$ cat config.mk
export PLATFORM = sky130hd
export DESIGN_NAME = div_unit
export DESIGN_NICKNAME = d
export VERILOG_FILES = /design/src/rtl/div_unit_pkg.sv /design/src/rtl/div_unit_step.sv /design/src/rtl/div_unit.sv
export SDC_FILE = /design/constraint.sdc
export NUM_CORES = 1
export LEC_CHECK = 0
export ABC_AREA = 1
export CORE_ASPECT_RATIO = 0.9
export CORE_MARGIN = 2
export CORE_UTILIZATION = 25
export DETAILED_ROUTE_END_ITERATION = 16
export GPL_TIMING_DRIVEN = 0
export PLACE_DENSITY = 0.51
export SYNTH_ARGS = -nofsm -noshare
export SYNTH_HDL_FRONTEND = slang
export SYNTH_SLANG_ARGS = --single-unit
$ cat constraint.sdc
create_clock -name clk -period 5.9 [get_ports clk]
set_input_delay 1.18 -clock clk [delete_from_list [all_inputs] [get_ports clk]]
set_output_delay 1.18 -clock clk [all_outputs]
set_load 0.1 [all_outputs]
$ cat src/rtl/div_unit_pkg.sv
// div_unit_pkg: shared widths and FSM state encoding for the iterative divider
package div_unit_pkg;
  localparam int DIV_WIDTH = 32;
  typedef enum logic [1:0] {
    DIV_IDLE = 2'b00,
    DIV_DBZ  = 2'b01,
    DIV_ON   = 2'b10,
    DIV_END  = 2'b11
  } div_state_e;
endpackage

$ cat src/rtl/div_unit_step.sv
// div_unit_step: one combinational restoring-division step on the {rem,quot} work register
module div_unit_step
  import div_unit_pkg::*;
#(
  parameter int WIDTH = DIV_WIDTH
) (
  input  logic [2*WIDTH:0] work_i,
  input  logic [WIDTH-1:0] divisor_i,
  output logic [2*WIDTH:0] work_o
);
  logic [2*WIDTH:0] shifted;
  logic [WIDTH:0]   diff;
  assign shifted = work_i << 1;
  assign diff    = shifted[2*WIDTH:WIDTH] - {1'b0, divisor_i};
  // A borrow means the partial remainder is below the divisor: keep it, quotient bit 0
  assign work_o  = diff[WIDTH] ? shifted : {diff, shifted[WIDTH-1:1], 1'b1};
endmodule

$ cat src/rtl/div_unit.sv
// div_unit: iterative radix-2 restoring divider for DIV/DIVU feeding the hi/lo register
module div_unit
  import div_unit_pkg::*;
#(
  parameter int WIDTH = DIV_WIDTH
) (
  input  logic             clk,
  input  logic             rst,
  input  logic             start_i,
  input  logic             signed_i,
  input  logic             annul_i,
  input  logic [WIDTH-1:0] opdata1_i,
  input  logic [WIDTH-1:0] opdata2_i,
  output logic             busy_o,
  output logic             ready_o,
  output logic             hi_we_o,
  output logic             lo_we_o,
  output logic [WIDTH-1:0] hi_o,
  output logic [WIDTH-1:0] lo_o
);
  localparam int CW = $clog2(WIDTH);
  div_state_e       state_q;
  logic [CW-1:0]    cnt_q;
  logic [2*WIDTH:0] work_q, work_d;
  logic [WIDTH-1:0] divisor_q, op1_abs, op2_abs;
  logic             neg_quot_q, neg_rem_q, ready_q;
  logic             op1_neg, op2_neg, dbz, accept;
  assign op1_neg = signed_i & opdata1_i[WIDTH-1];
  assign op2_neg = signed_i & opdata2_i[WIDTH-1];
  assign op1_abs = op1_neg ? -opdata1_i : opdata1_i;
  assign op2_abs = op2_neg ? -opdata2_i : opdata2_i;
  assign dbz     = opdata2_i == '0;
  // A new operation may start from IDLE or on the edge that leaves END
  assign accept  = start_i & ~annul_i & (state_q == DIV_IDLE | state_q == DIV_END);
  assign busy_o  = state_q != DIV_IDLE;
  assign ready_o = ready_q;
  assign hi_we_o = ready_q;
  assign lo_we_o = ready_q;
  div_unit_step #(.WIDTH(WIDTH)) u_step (
    .work_i    (work_q),
    .divisor_i (divisor_q),
    .work_o    (work_d)
  );
  // Divider FSM: latch operands, iterate, fix up signs and publish the result once
  always_ff @(posedge clk or negedge rst) begin
    if (!rst) begin
      state_q    <= DIV_IDLE;
      cnt_q      <= '0;
      work_q     <= '0;
      divisor_q  <= '0;
      neg_quot_q <= 1'b0;
      neg_rem_q  <= 1'b0;
      ready_q    <= 1'b0;
      hi_o       <= '0;
      lo_o       <= '0;
    end else begin
      ready_q <= 1'b0;
      if (annul_i) begin
        state_q <= DIV_IDLE;
      end else begin
        if (state_q == DIV_END) begin
          ready_q <= 1'b1;
          hi_o    <= neg_rem_q ? -work_q[2*WIDTH-1:WIDTH] : work_q[2*WIDTH-1:WIDTH];
          lo_o    <= neg_quot_q ? -work_q[WIDTH-1:0] : work_q[WIDTH-1:0];
          state_q <= DIV_IDLE;
        end
        if (accept) begin
          state_q    <= dbz ? DIV_DBZ : DIV_ON;
          cnt_q      <= '0;
          // Divide-by-zero keeps the raw dividend so it can be returned as the remainder
          work_q     <= {{(WIDTH+1){1'b0}}, dbz ? opdata1_i : op1_abs};
          divisor_q  <= op2_abs;
          neg_quot_q <= ~dbz & (op1_neg ^ op2_neg);
          neg_rem_q  <= ~dbz & op1_neg;
        end else if (state_q == DIV_DBZ) begin
          work_q  <= {1'b0, work_q[WIDTH-1:0], {WIDTH{1'b1}}};
          state_q <= DIV_END;
        end else if (state_q == DIV_ON) begin
          work_q  <= work_d;
          cnt_q   <= cnt_q + 1'b1;
          state_q <= (cnt_q == CW'(WIDTH-1)) ? DIV_END : DIV_ON;
        end
      end
    end
  end
endmodule

==> results.txt <==
----------------------------------------------------
[Placed design]
  Count of port buffers added during placement ... 136
  Post-placement setup slack ... 1.75 ns
  Total placed cells including tap cells ... 2931
  Weighted congestion at the end of routability-driven global placement ... 1.00
  Detail Placement HPWL ... 42.0 mm

[Worst hold path]
  Worst min-delay path startpoint ... divisor_q[22]
  Number of cells traversed by the worst hold path ... 2
  Type of the worst min-delay path ... flop to flop
  Endpoint of the worst hold path ... divisor_q[22]

[Clock tree]
  Clock tree from TritonCTS ... done
  Resized cells post-CTS ... 0
  Buffer type at the clock tree root ... clkbuf_16
  Clock Sinks ... 170
  Post-CTS Hold Fix Bufs ... 0
  Setup Fix Bufs, Post-CTS ... 0
  CTS Buf Count ... 17
  Clock buffer depth ... 2
  Max H-tree Level ... 4
  Clock insertion delay at the later pin of the skew report ... 0.47 ns
  Clock transition at the register clock pins on the worst setup and hold paths after CTS ... 0.07 ns

[Setup path]
  Reg2Reg Capture Point ... work_q[62]
  Type of the worst setup path ... primary input to flop
  Startpoint of the most critical register-to-register path ... work_q[31]
  Critical path required time ... 6.22 ns
  Type of origin of the critical path ... primary input
  Reg2reg setup slack ... 2.94 ns
  Capturing element type of the critical path ... flop
  Data arrival time of the critical path ... 3.95 ns
  Crit-path max FO ... 10
  R2R cell count ... 20

[Route]
  Residual DRC count ... 0
  WL met1 ... 25.7 mm
  Via-to-Cell Ratio ... 4.70
  Routed via count ... 13.9k
  Average wire per standard cell ... 16.9 microns
  Drt first-iter violations ... 1182
  Total length of routed met3 wires ... 2.42 mm
  Uppermost metal layer occupied by signal nets ... met5
  Routed wire length ... 50.2 mm
  First drt pass iteration count ... 5
  Post-route antenna net violation count ... 0
  Met2 wire len ... 20.9 mm

[STA]
  Rel. slew slack ... 25.5%
  Final hold viol count ... 0
  Setup repair after global routing missed its margin ... no
  Final number of max-transition violations ... 0
  Final setup margin ... 2.28 ns
  Period Utilization, post-route ... 61.4%
  Number of endpoints failing setup at the final stage ... 0
  Clock Skews ... 0.0101 ns
  Min Tclk post-route ... 3.62 ns
  Max frequency ... 276 MHz
  Transition time of the tightest slew-check pin ... 1.11 ns

[Power and ir drop]
  Peak VDD IR ... 0.000231 V
  Cell-internal power ... 3390 uW
  Leakage power total ... 0.00819 uW
  Share of total power in the clock network ... 14.9%
  Switching share of power ... 53.2%
  Net load switching power ... 3860 uW
  Part of the power in combinational logic ... 59.1%
  Pwr per Cell Area ... 449 nW/um^2
  Share of power burned in registers ... 26.0%
  Final Power ... 7260 uW

[Status]
  Outcome ... completed

[Logic synthesis]
  Cell accounting for the most synthesized area ... dfrtp_1
  Ranking of synthesized cells by instance count ... nand2_1 (667), inv_1 (322), dfrtp_1 (170)
  Number of warnings issued by yosys ... 0
  Synthesized cell area ... 13400 sq um
  Cell variety after synth ... 45
  Proportion of register bits with asynchronous set or reset after synthesis ... 100%
  Share of the synthesized area in the top cell type ... 31.9%
  Number of instances in the synthesized netlist ... 2097
  Cell with the most instances after synthesis ... nand2_1
  Top flip-flop cell by instance count after synthesis ... dfrtp_1
  Number of storage elements in the synthesis netlist ... 170
  Proportion of synthesized chip area in sequential cells ... 31.9%
  Count of flip-flops with a built-in enable after synthesis ... 0
  Main area contributors after synthesis ... dfrtp_1 (32%), nand2_1 (19%), inv_1 (9.1%)
  Mean instance size in the synthesized netlist ... 6.37 sq um
  Post-Syn Nets ... 2209

[Floorplan]
  Top Ports ... 137
  Die X-Extent ... 248 microns
  Die height ... 223 microns
  Placement Rows ... 80
  Starting utilization of the core area ... 25.3%
  Die ar. ... 55300 sq um
  Placeable Area ... 52900 sq um

[Layout]
  Fin util ... 30.6%
  Proportion of layout cells with a drive suffix above 1 ... 3.93%
  Post-layout net count ... 2365
  Area delta synth->final ... 21.0%
  Post-layout instance count excluding filler cells ... 2962
  Number of diodes ... 0

[Job]
  MaxCap Viol Count ... 0

[GRT]
  Global-route wire length before repair ... 76.9 mm
  Initial antenna violation count ... 1
  Sum of overflow across all layers after global routing ... 0
  Vias in the first global route ... 13.1k
  Maximum number of pins on one net before global-route repair ... 105
  All-Layer GR Usage ... 18.2%

----------------------------------------------------
-- state kept, by name, summed over array words and instances (netlist names) --
name / flops
hi_o: 32
work_q: 64
neg_quot_q: 1
neg_rem_q: 1
state_q: 2
lo_o: 32
cnt_q: 5
hi_we_o: 1
divisor_q: 32
-- through the flow --
| stage | area, sq um | TNS, ns | hold slack (ns) |
|---|---|---|---|
| after CTS | 16200 | 0 | 0.488 |
| after global routing | 16200 | 0 | 0.499 |
| final | 16200 | 0 | 0.485 |
| after floorplan | 13400 | 0 | 0.453 |
| after global placement | 15600 | -572.49 | 0.468 |
| after detailed placement | 15600 | 0 | 0.470 |
-- routing by layer --
layer,up-vias,GRT usage [%]
met5,-,0
met4,2,5.16
met3,58,2.39
met2,381,26.8
met1,6484,27.6
li1,6995,-
-- worst max-delay path by stage --
stage / startpoint / to / slack [ns] / depth (start not counted)
6_report: annul_i / hi_o[5] / 2.28 / 7
5_1_grt: annul_i / hi_o[5] / 2.08 / 7
4_1_cts: annul_i / hi_o[5] / 2.26 / 7
3_5_place_dp: annul_i / hi_o[5] / 1.75 / 7
3_3_place_gp: rst / divisor_q[5] / -3.41 / 1
2_1_floorplan: opdata2_i[0] / work_q[2] / 3.29 / 12
-- logic make-up (layout without fill, tap and decap cells) --
family                     count (synthesis)  count (layout)  synth area share (%)
AOI/OAI and AO/OA                        303             303                  12.7
xor gates and xnor gates                  76              76                  4.98
adders and majority gates                 43              43                  4.09
buffers and inverters                    401             569                  11.7
DFF                                      170             170                  31.9
and+or+nand+nor                         1104            1104                  34.7
-- critical path, stage by stage --
cell and delay, ns:
clkdlybuf4s50_1 0.56, nor2_1 0.91, inv_1 0.33, clkbuf_1 0.35, clkbuf_1 0.37, nand2_1 0.13, o21ai_0 0.09
-- placed cells by master, fill, tap and decap left out, types with 41 or more instances in the layout --
| cell | count |
|---|---|
| a21oi_1 | 89 |
| clkbuf_1 | 41 |
| clkdlybuf4s50_1 | 135 |
| dfrtp_1 | 170 |
| ha_1 | 42 |
| inv_1 | 322 |
| nand2_1 | 667 |
| nand3_1 | 161 |
| nor2_1 | 158 |
| o21ai_0 | 140 |
| xor2_1 | 55 |
-- cell type report --
| cell class | count | area, sq um |
|---|---|---|
| clock inverter | 11 | 87.6 |
| multi-input combinational | 1526 | 7540 |
| clock buffer | 20 | 457 |
| timing repair buffer | 137 | 1390 |
| buffer | 71 | 324 |
| tap | 697 | 872 |
| inverter | 330 | 1240 |
| sequential | 170 | 4250 |
| fill | 5875 | 36700 |
-- power groups by stage --
stage	clock, uW	combinational (uW)	sequential (uW)
CTS	1110	4270	1870
detailed placement	0	4240	1890
floorplan	0	2950	1800
global route	1150	4850	1920
global placement	0	4230	1890
finish	1080	4290	1890
No activity file was read; power rests on OpenSTA's default activity.
